## src/rtl/rgb_fpga_pkg.sv

```systemverilog
// Shared constants, pixel/line types and scheduler state encoding for the RGB frame-buffer scheduler.
package rgb_fpga_pkg;

    localparam int COLS   = 32;
    localparam int ROWS   = 16;
    localparam int DEPTH  = 8;
    localparam int ROW_W  = 4;
    localparam int COL_W  = 5;
    localparam int NCH    = 6;
    localparam int WORD_W = NCH * DEPTH;
    localparam int ADDR_W = 1 + ROW_W + COL_W;

    typedef struct packed {
        logic [DEPTH-1:0] r0;
        logic [DEPTH-1:0] g0;
        logic [DEPTH-1:0] b0;
        logic [DEPTH-1:0] r1;
        logic [DEPTH-1:0] g1;
        logic [DEPTH-1:0] b1;
    } pixel_pair_t;

    typedef logic [COLS-1:0][DEPTH-1:0] line_t;

    typedef enum logic [1:0] {
        IDLE  = 2'd0,
        FETCH = 2'd1,
        DRAIN = 2'd2
    } fb_state_t;

    function automatic logic [COL_W-1:0] col_of(input logic [ADDR_W-1:0] addr);
        return addr[COL_W-1:0];
    endfunction

endpackage

```

## src/rtl/rgb_fpga_gamma_lut.sv

```systemverilog
// One-cycle registered gamma mapping (gamma 2.0, round half up) for a single colour channel.
module rgb_fpga_gamma_lut
    import rgb_fpga_pkg::*;
(
    input  logic             clk,
    input  logic [DEPTH-1:0] din,
    output logic [DEPTH-1:0] dout
);

    // Square then keep the upper half; the rounding offset cannot overflow the 2*DEPTH product.
    function automatic logic [DEPTH-1:0] gamma_round(input logic [DEPTH-1:0] x);
        logic [2*DEPTH-1:0] sq;
        sq = {{DEPTH{1'b0}}, x} * {{DEPTH{1'b0}}, x};
        sq = sq + (2*DEPTH)'(1 << (DEPTH-1));
        return sq[2*DEPTH-1:DEPTH];
    endfunction

    always_ff @(posedge clk) begin
        dout <= gamma_round(din);
    end

endmodule

```

## src/rtl/rgb_fpga_fb_sched.sv

```systemverilog
// Frame-buffer scheduler: row fetch into a shadow line, host write arbitration and bank swap.
// Optional RGB_FB_GAMMA_EN inserts a registered gamma LUT stage between RAM read data and the shadow.
module rgb_fpga_fb_sched
    import rgb_fpga_pkg::*;
(
    input  logic                              clk,
    input  logic                              rst_n,
    input  logic                              enable,
    input  logic                              fetch_req,
    input  logic [ROW_W-1:0]                  fetch_row,
    output logic                              fetch_done,
    input  logic                              line_start,
    input  logic                              frame_rdy,
    output logic [5:0][COLS-1:0][DEPTH-1:0]   line_data,
    input  logic                              host_we,
    input  logic [ROW_W+COL_W-1:0]            host_addr,
    input  logic [WORD_W-1:0]                 host_wdata,
    output logic                              host_ack,
    input  logic                              host_swap,
    output logic                              swap_pend,
    output logic                              underrun,
    output logic [ADDR_W-1:0]                 ram_addr,
    output logic                              ram_we,
    output logic [WORD_W-1:0]                 ram_wdata,
    input  logic [WORD_W-1:0]                 ram_rdata
);

    fb_state_t state, state_nxt;

    logic display_bank;
    logic shadow_valid;
    logic fetch_go, host_go, abort, last_issue, cap_last, done_nxt;

    logic             vld_p0;
    logic [COL_W-1:0] col_p0;

    logic             cap_vld;
    logic [COL_W-1:0] cap_col;
    pixel_pair_t      cap_px;

    logic [5:0][COLS-1:0][DEPTH-1:0] shadow;

    assign fetch_go   = enable & fetch_req & (state == IDLE);
    assign host_go    = host_we & (state == IDLE) & ~fetch_go & ~host_ack;
    assign abort      = ~enable & (state != IDLE);
    assign last_issue = (state == FETCH) & (col_of(ram_addr) == COL_W'(COLS-1));
    assign cap_last   = cap_vld & (cap_col == COL_W'(COLS-1));

    always_ff @(posedge clk or negedge rst_n) begin
        if (!rst_n) begin
            state <= IDLE;
        end else begin
            state <= state_nxt;
        end
    end

    always_comb begin
        state_nxt = state;
        done_nxt  = 1'b0;
        case (state)
            IDLE: begin
                if (fetch_go) state_nxt = FETCH;
            end
            FETCH: begin
                if (!enable)         state_nxt = IDLE;
                else if (last_issue) state_nxt = DRAIN;
            end
            DRAIN: begin
                if (!enable) begin
                    state_nxt = IDLE;
                end else if (cap_last) begin
                    state_nxt = IDLE;
                    done_nxt  = 1'b1;
                end
            end
            default: state_nxt = IDLE;
        endcase
    end

    // p0: read data for the column addressed last cycle is on ram_rdata
    always_ff @(posedge clk or negedge rst_n) begin
        if (!rst_n) begin
            vld_p0 <= 1'b0;
        end else begin
            vld_p0 <= (state == FETCH) & enable;
        end
    end

    always_ff @(posedge clk) begin
        col_p0 <= col_of(ram_addr);
    end

`ifdef RGB_FB_GAMMA_EN
    // p1: gamma-mapped read data
    logic              vld_p1;
    logic [COL_W-1:0]  col_p1;
    logic [WORD_W-1:0] gamma_p1;

    for (genvar c = 0; c < NCH; c++) begin : g_lut
        rgb_fpga_gamma_lut u_lut (
            .clk  (clk),
            .din  (ram_rdata[c*DEPTH +: DEPTH]),
            .dout (gamma_p1[c*DEPTH +: DEPTH])
        );
    end

    always_ff @(posedge clk or negedge rst_n) begin
        if (!rst_n) begin
            vld_p1 <= 1'b0;
        end else begin
            vld_p1 <= vld_p0 & enable;
        end
    end

    always_ff @(posedge clk) begin
        col_p1 <= col_p0;
    end

    assign cap_vld = vld_p1;
    assign cap_col = col_p1;
    assign cap_px  = gamma_p1;
`else
    assign cap_vld = vld_p0;
    assign cap_col = col_p0;
    assign cap_px  = ram_rdata;
`endif

    always_ff @(posedge clk) begin
        if (cap_vld) begin
            shadow[0][cap_col] <= cap_px.r0;
            shadow[1][cap_col] <= cap_px.g0;
            shadow[2][cap_col] <= cap_px.b0;
            shadow[3][cap_col] <= cap_px.r1;
            shadow[4][cap_col] <= cap_px.g1;
            shadow[5][cap_col] <= cap_px.b1;
        end
    end

    always_ff @(posedge clk or negedge rst_n) begin
        if (!rst_n) begin
            display_bank <= 1'b0;
            swap_pend    <= 1'b0;
            shadow_valid <= 1'b0;
            underrun     <= 1'b0;
            fetch_done   <= 1'b0;
            host_ack     <= 1'b0;
            ram_we       <= 1'b0;
            ram_addr     <= '0;
            ram_wdata    <= '0;
            line_data    <= '0;
        end else begin
            fetch_done <= done_nxt;
            host_ack   <= host_go;
            ram_we     <= host_go;

            // The bank bit is latched into ram_addr at fetch start; only the column advances.
            if (fetch_go) begin
                ram_addr <= {display_bank, fetch_row, COL_W'(0)};
            end else if ((state == FETCH) & enable & ~last_issue) begin
                ram_addr[COL_W-1:0] <= col_of(ram_addr) + COL_W'(1);
            end else if (host_go) begin
                ram_addr  <= {~display_bank, host_addr};
                ram_wdata <= host_wdata;
            end

            if (frame_rdy & (swap_pend | host_swap)) begin
                display_bank <= ~display_bank;
                swap_pend    <= 1'b0;
            end else if (host_swap) begin
                swap_pend <= 1'b1;
            end

            if (line_start) begin
                if (shadow_valid) line_data <= shadow;
                else              underrun  <= 1'b1;
            end

            // A starting fetch overwrites the shadow, so an uncommitted row is no longer valid.
            if (done_nxt) begin
                shadow_valid <= 1'b1;
            end else if (fetch_go | abort | (line_start & shadow_valid)) begin
                shadow_valid <= 1'b0;
            end
        end
    end

endmodule
```

## config.mk

```make
export PLATFORM = sky130hd
export DESIGN_NAME = rgb_fpga_fb_sched
export DESIGN_NICKNAME = d
export VERILOG_FILES = /design/src/rtl/rgb_fpga_pkg.sv /design/src/rtl/rgb_fpga_gamma_lut.sv /design/src/rtl/rgb_fpga_fb_sched.sv
export SDC_FILE = /design/constraint.sdc
export NUM_CORES = 2
export LEC_CHECK = 0
export ABC_CLOCK_PERIOD_IN_PS = 7680
export CAP_MARGIN = 40
export CORE_AREA = 10 10 664 666
export CTS_CLUSTER_SIZE = 16
export DETAILED_ROUTE_END_ITERATION = 10
export DIE_AREA = 0 0 674 676
export GPL_TIMING_DRIVEN = 0
export SYNTH_ARGS = -nofsm -noshare
export SYNTH_HDL_FRONTEND = slang
export SYNTH_SLANG_ARGS = --single-unit
```

## constraint.sdc

```tcl
create_clock -name clk -period 7.68 [get_ports clk]
set_input_delay 1.152 -clock clk [delete_from_list [all_inputs] [get_ports clk]]
set_output_delay 1.152 -clock clk [all_outputs]
set_load 0.02 [all_outputs]
```

==> results by group <==
Critical path
  • Crit path capture type: asynchronous set/reset pin
  • R2r setup slk: 4590 ps
  • Max stage delay on crit path: 600 ps
  • R2r endpoint: line_data[867]
  • Worst Path Buf+Inv: 6
  • CP most frequent cell: buf_16
  • Required time of the worst setup path: 8590 ps
  • Kind of critical path: input pin to asynchronous set/reset pin
  • Worst path cell trace: buf_16 -> buf_16 -> buf_16 -> buf_16 -> buf_16 -> buf_16
  • Setup crit start kind: input pin
  • Crit-path slowest cell: buf_16
  • Crit path max fanout: 161
  • CP arrival: 4840 ps
  • Worst R2R Path Depth: 8
  • Cell family with most CP delay: buffers and inverters
  • Reg-to-Reg Start: shadow_valid

Synthesis
  • Mapped Cells: 8,371
  • Cell taking the most area after synthesis: edfxtp_1
  • Main synth FF type: dfrtp_1
  • Synth top area cells: edfxtp_1 43%, dfrtp_1 38%, nand2_1 17%, clkbuf_1 0.93%, buf_1 0.20%
  • Most frequent cell after synthesis: nand2_1
  • Sequential share of the synthesized area: 0.813
  • Synth cell types: 39
  • #FFs+latches synth: 3,144
  • Top cells by count, synth: 4,765 x nand2_1, 1,603 x dfrtp_1, 1,536 x edfxtp_1, 264 x clkbuf_1, 56 x buf_1
  • Mean Syn Cell Area: 12.7 um^2
  • Asr flop ratio synth: 0.510
  • Mapped Area: 106,000 um^2
  • Syn_nets: 8,490
  • Yosys warning count: 0
  • Synth top area share: 0.434
  • EDFF count, synth: 1,536

Route
  • Detailed Routing Iterations Pass 1: 5
  • Antenna Violating Nets Remaining: 0
  • Metal2 WL: 211 mm
  • Highest routed metal layer: met5
  • DRT iter0 DRCs: 6,952
  • Metal1 wirelength: 165 mm
  • Met3 Routed Length: 35.9 mm
  • WL/cell: 26.3 um
  • Detailed-route DRC error count: 0
  • Drt via density: 4.30
  • Final wirelength: 436 mm
  • Vias: 71,400

Floorplan
  • Core Area: 427,000 um^2
  • Die area: 456,000 um^2
  • Starting Density: 0.249
  • I/O pin cnt: 1,716
  • Die Ht: 676 um
  • Die Wd: 674 um
  • Rows: 240

GRT
  • Total GRT Usage: 0.183
  • Pin count of the biggest net entering global routing: 162
  • First-pass GRT wire length: 585 mm
  • Initial antenna violation count: 47
  • Grt total ovfl: 0
  • Vias in the first global route: 69,700

Timing
  • Highest Clock Rate: 254 MHz
  • Slew Limit Fails: 0
  • Hold Vio Cnt, Final: 0
  • Slew Limit Headroom: 0.295
  • RSZ-0062 raised after global routing: false
  • Clock period minus worst slack: 3930 ps
  • Clk_skew: 60.3 ps
  • Final worst-path cycle share: 0.512
  • Final Setup Violations: 0
  • Sum Neg Setup Slack: 0 ps
  • Worst-Margin Slew: 1060 ps

Clock tree
  • # Post-CTS Setup Buffers: 0
  • H-Tree Depth: 5
  • CTS Sinks: 3,144
  • CTS root buf: clkbuf_16
  • Clock transition at path regs: 60 ps
  • Post-cts gate resize count: 0
  • CTS tree: yes
  • Insertion delay to the later sink of the worst-skew pair: 910 ps
  • CTS Buffer Depth: 4
  • Num CTS Buffers: 333
  • Hold-fix buffers, CTS: 0

Placement
  • PortBufs: 1,715
  • Placer Congestion: 0.827
  • Placement Cell Area: 135,000 um^2
  • HPWL after DPL: 329 mm

Finish
  • Area grow syn2layout: 37.0%
  • Sequential cell area: 86,300 um^2
  • Nets: 10,700
  • Final instance area: 146,000 um^2
  • Share of layout cells above drive strength 1: 0.0753
  • Multi-input gate area: 18,700 um^2
  • Core Util, Final: 0.341
  • Fillers: 41,900

Power
  • PD cells: 264 nW/um^2
  • Tot Pwr: 0.0384 W
  • Leakage: 62.4 nW
  • VDD IR max: 0.212 mV

Job
  • Number of max-cap violations: 0

Worst hold path
  • Min-delay worst type: input pin to asynchronous set/reset pin

Run status
  • Status: finished clean
[cells by family after synthesis]
group	Yosys count	share of synthesized area
AND/OR/NAND/NOR	4836	0.172
flip-flops	3144	0.813
buffers and inverters	361	0.0136
AO/OA/AOI/OAI	25	0.00146
multiplexers	2	0.000188
adder cells (fa/ha/maj)	2	0.000236
XOR/XNOR	1	0.0000825
[metrics by stage]
stage                     hold WS (ps)  setup slack, ps  instances
after floorplan                    415             4300       8371
after global placement             416           -75410      15800
after detailed placement           420             2760      16000
after CTS                         86.0             3750      16600
after global routing               106             3430      16600
final                              160             3750      16600
[state kept, by name (all words and copies together) (netlist names)]
| signal | count |
|---|---|
| cap_col | 5 |
| cap_vld | 1 |
| display_bank | 1 |
| fetch_done | 1 |
| line_data | 1536 |
| ram_addr | 10 |
| ram_wdata | 48 |
| ram_we | 1 |
| shadow | 1536 |
| shadow_valid | 1 |
| state | 2 |
| swap_pend | 1 |
| underrun | 1 |
[layout by cell type, fill, tap and decap left out, drive strengths merged, types with 3 or more instances in the layout]
cell           count
nand2           4765
clkdlybuf4s50   1669
dfrtp           1603
edfxtp          1536
clkbuf           741
buf              342
clkinv           100
nor2              43
inv               21
bufinv            15
diode             12
o21ai              9
clkinvlp           8
a21oi              7
nand3b             6
nand3              6
dfxtp              5
a31oi              4
or3b               3
[worst reg2reg max path, cell delays in order (launching register included)]
cell and delay, ps:
dfrtp_1 410, and2_1 140, buf_2 310, buf_2 610
buf_2 620, clkbuf_1 540, buf_8 220, nand2_1 90
nand2_1 50
[final cells by class]
class                           instances  share of cell area
Clock buffer                          477              0.0651
Antenna cell                           12            0.000206
Multi-Input combinational cell       4866               0.128
Sequential cell                      3144               0.593
Buffer                                358             0.00990
Inverter                                3           0.0000774
Timing Repair Buffer                 1917               0.144
Tap cell                             5687              0.0489
Clock inverter                        141             0.00982
[how the worst max path moves through the flow]
stage                          start        endpoint  slack, ps  depth (start not counted)
after CTS                 line_start  line_data[867]       3750                          9
final                          rst_n  line_data[740]       3750                          6
after floorplan           cap_col[2]    shadow[1064]       4300                          2
after global placement         rst_n  line_data[874]     -75410                          1
after detailed placement  line_start  line_data[867]       2760                          9
after global routing           rst_n  line_data[738]       3430                          6
[power breakdown]
part / leakage (nW) / switching, W / internal, W
registers: 35.1 / 0.000418 / 0.0183
clock network: 5.32 / 0.00695 / 0.00917
logic: 22.0 / 0.00226 / 0.00129
[metal layers]
layer | global-route usage | up-vias
li1 | - | 31500
met1 | 0.218 | 36100
met2 | 0.311 | 2991
met3 | 0.0467 | 727
met4 | 0.0841 | 20
met5 | 0 | -
Note: power is estimated with default switching activity, not from simulation.
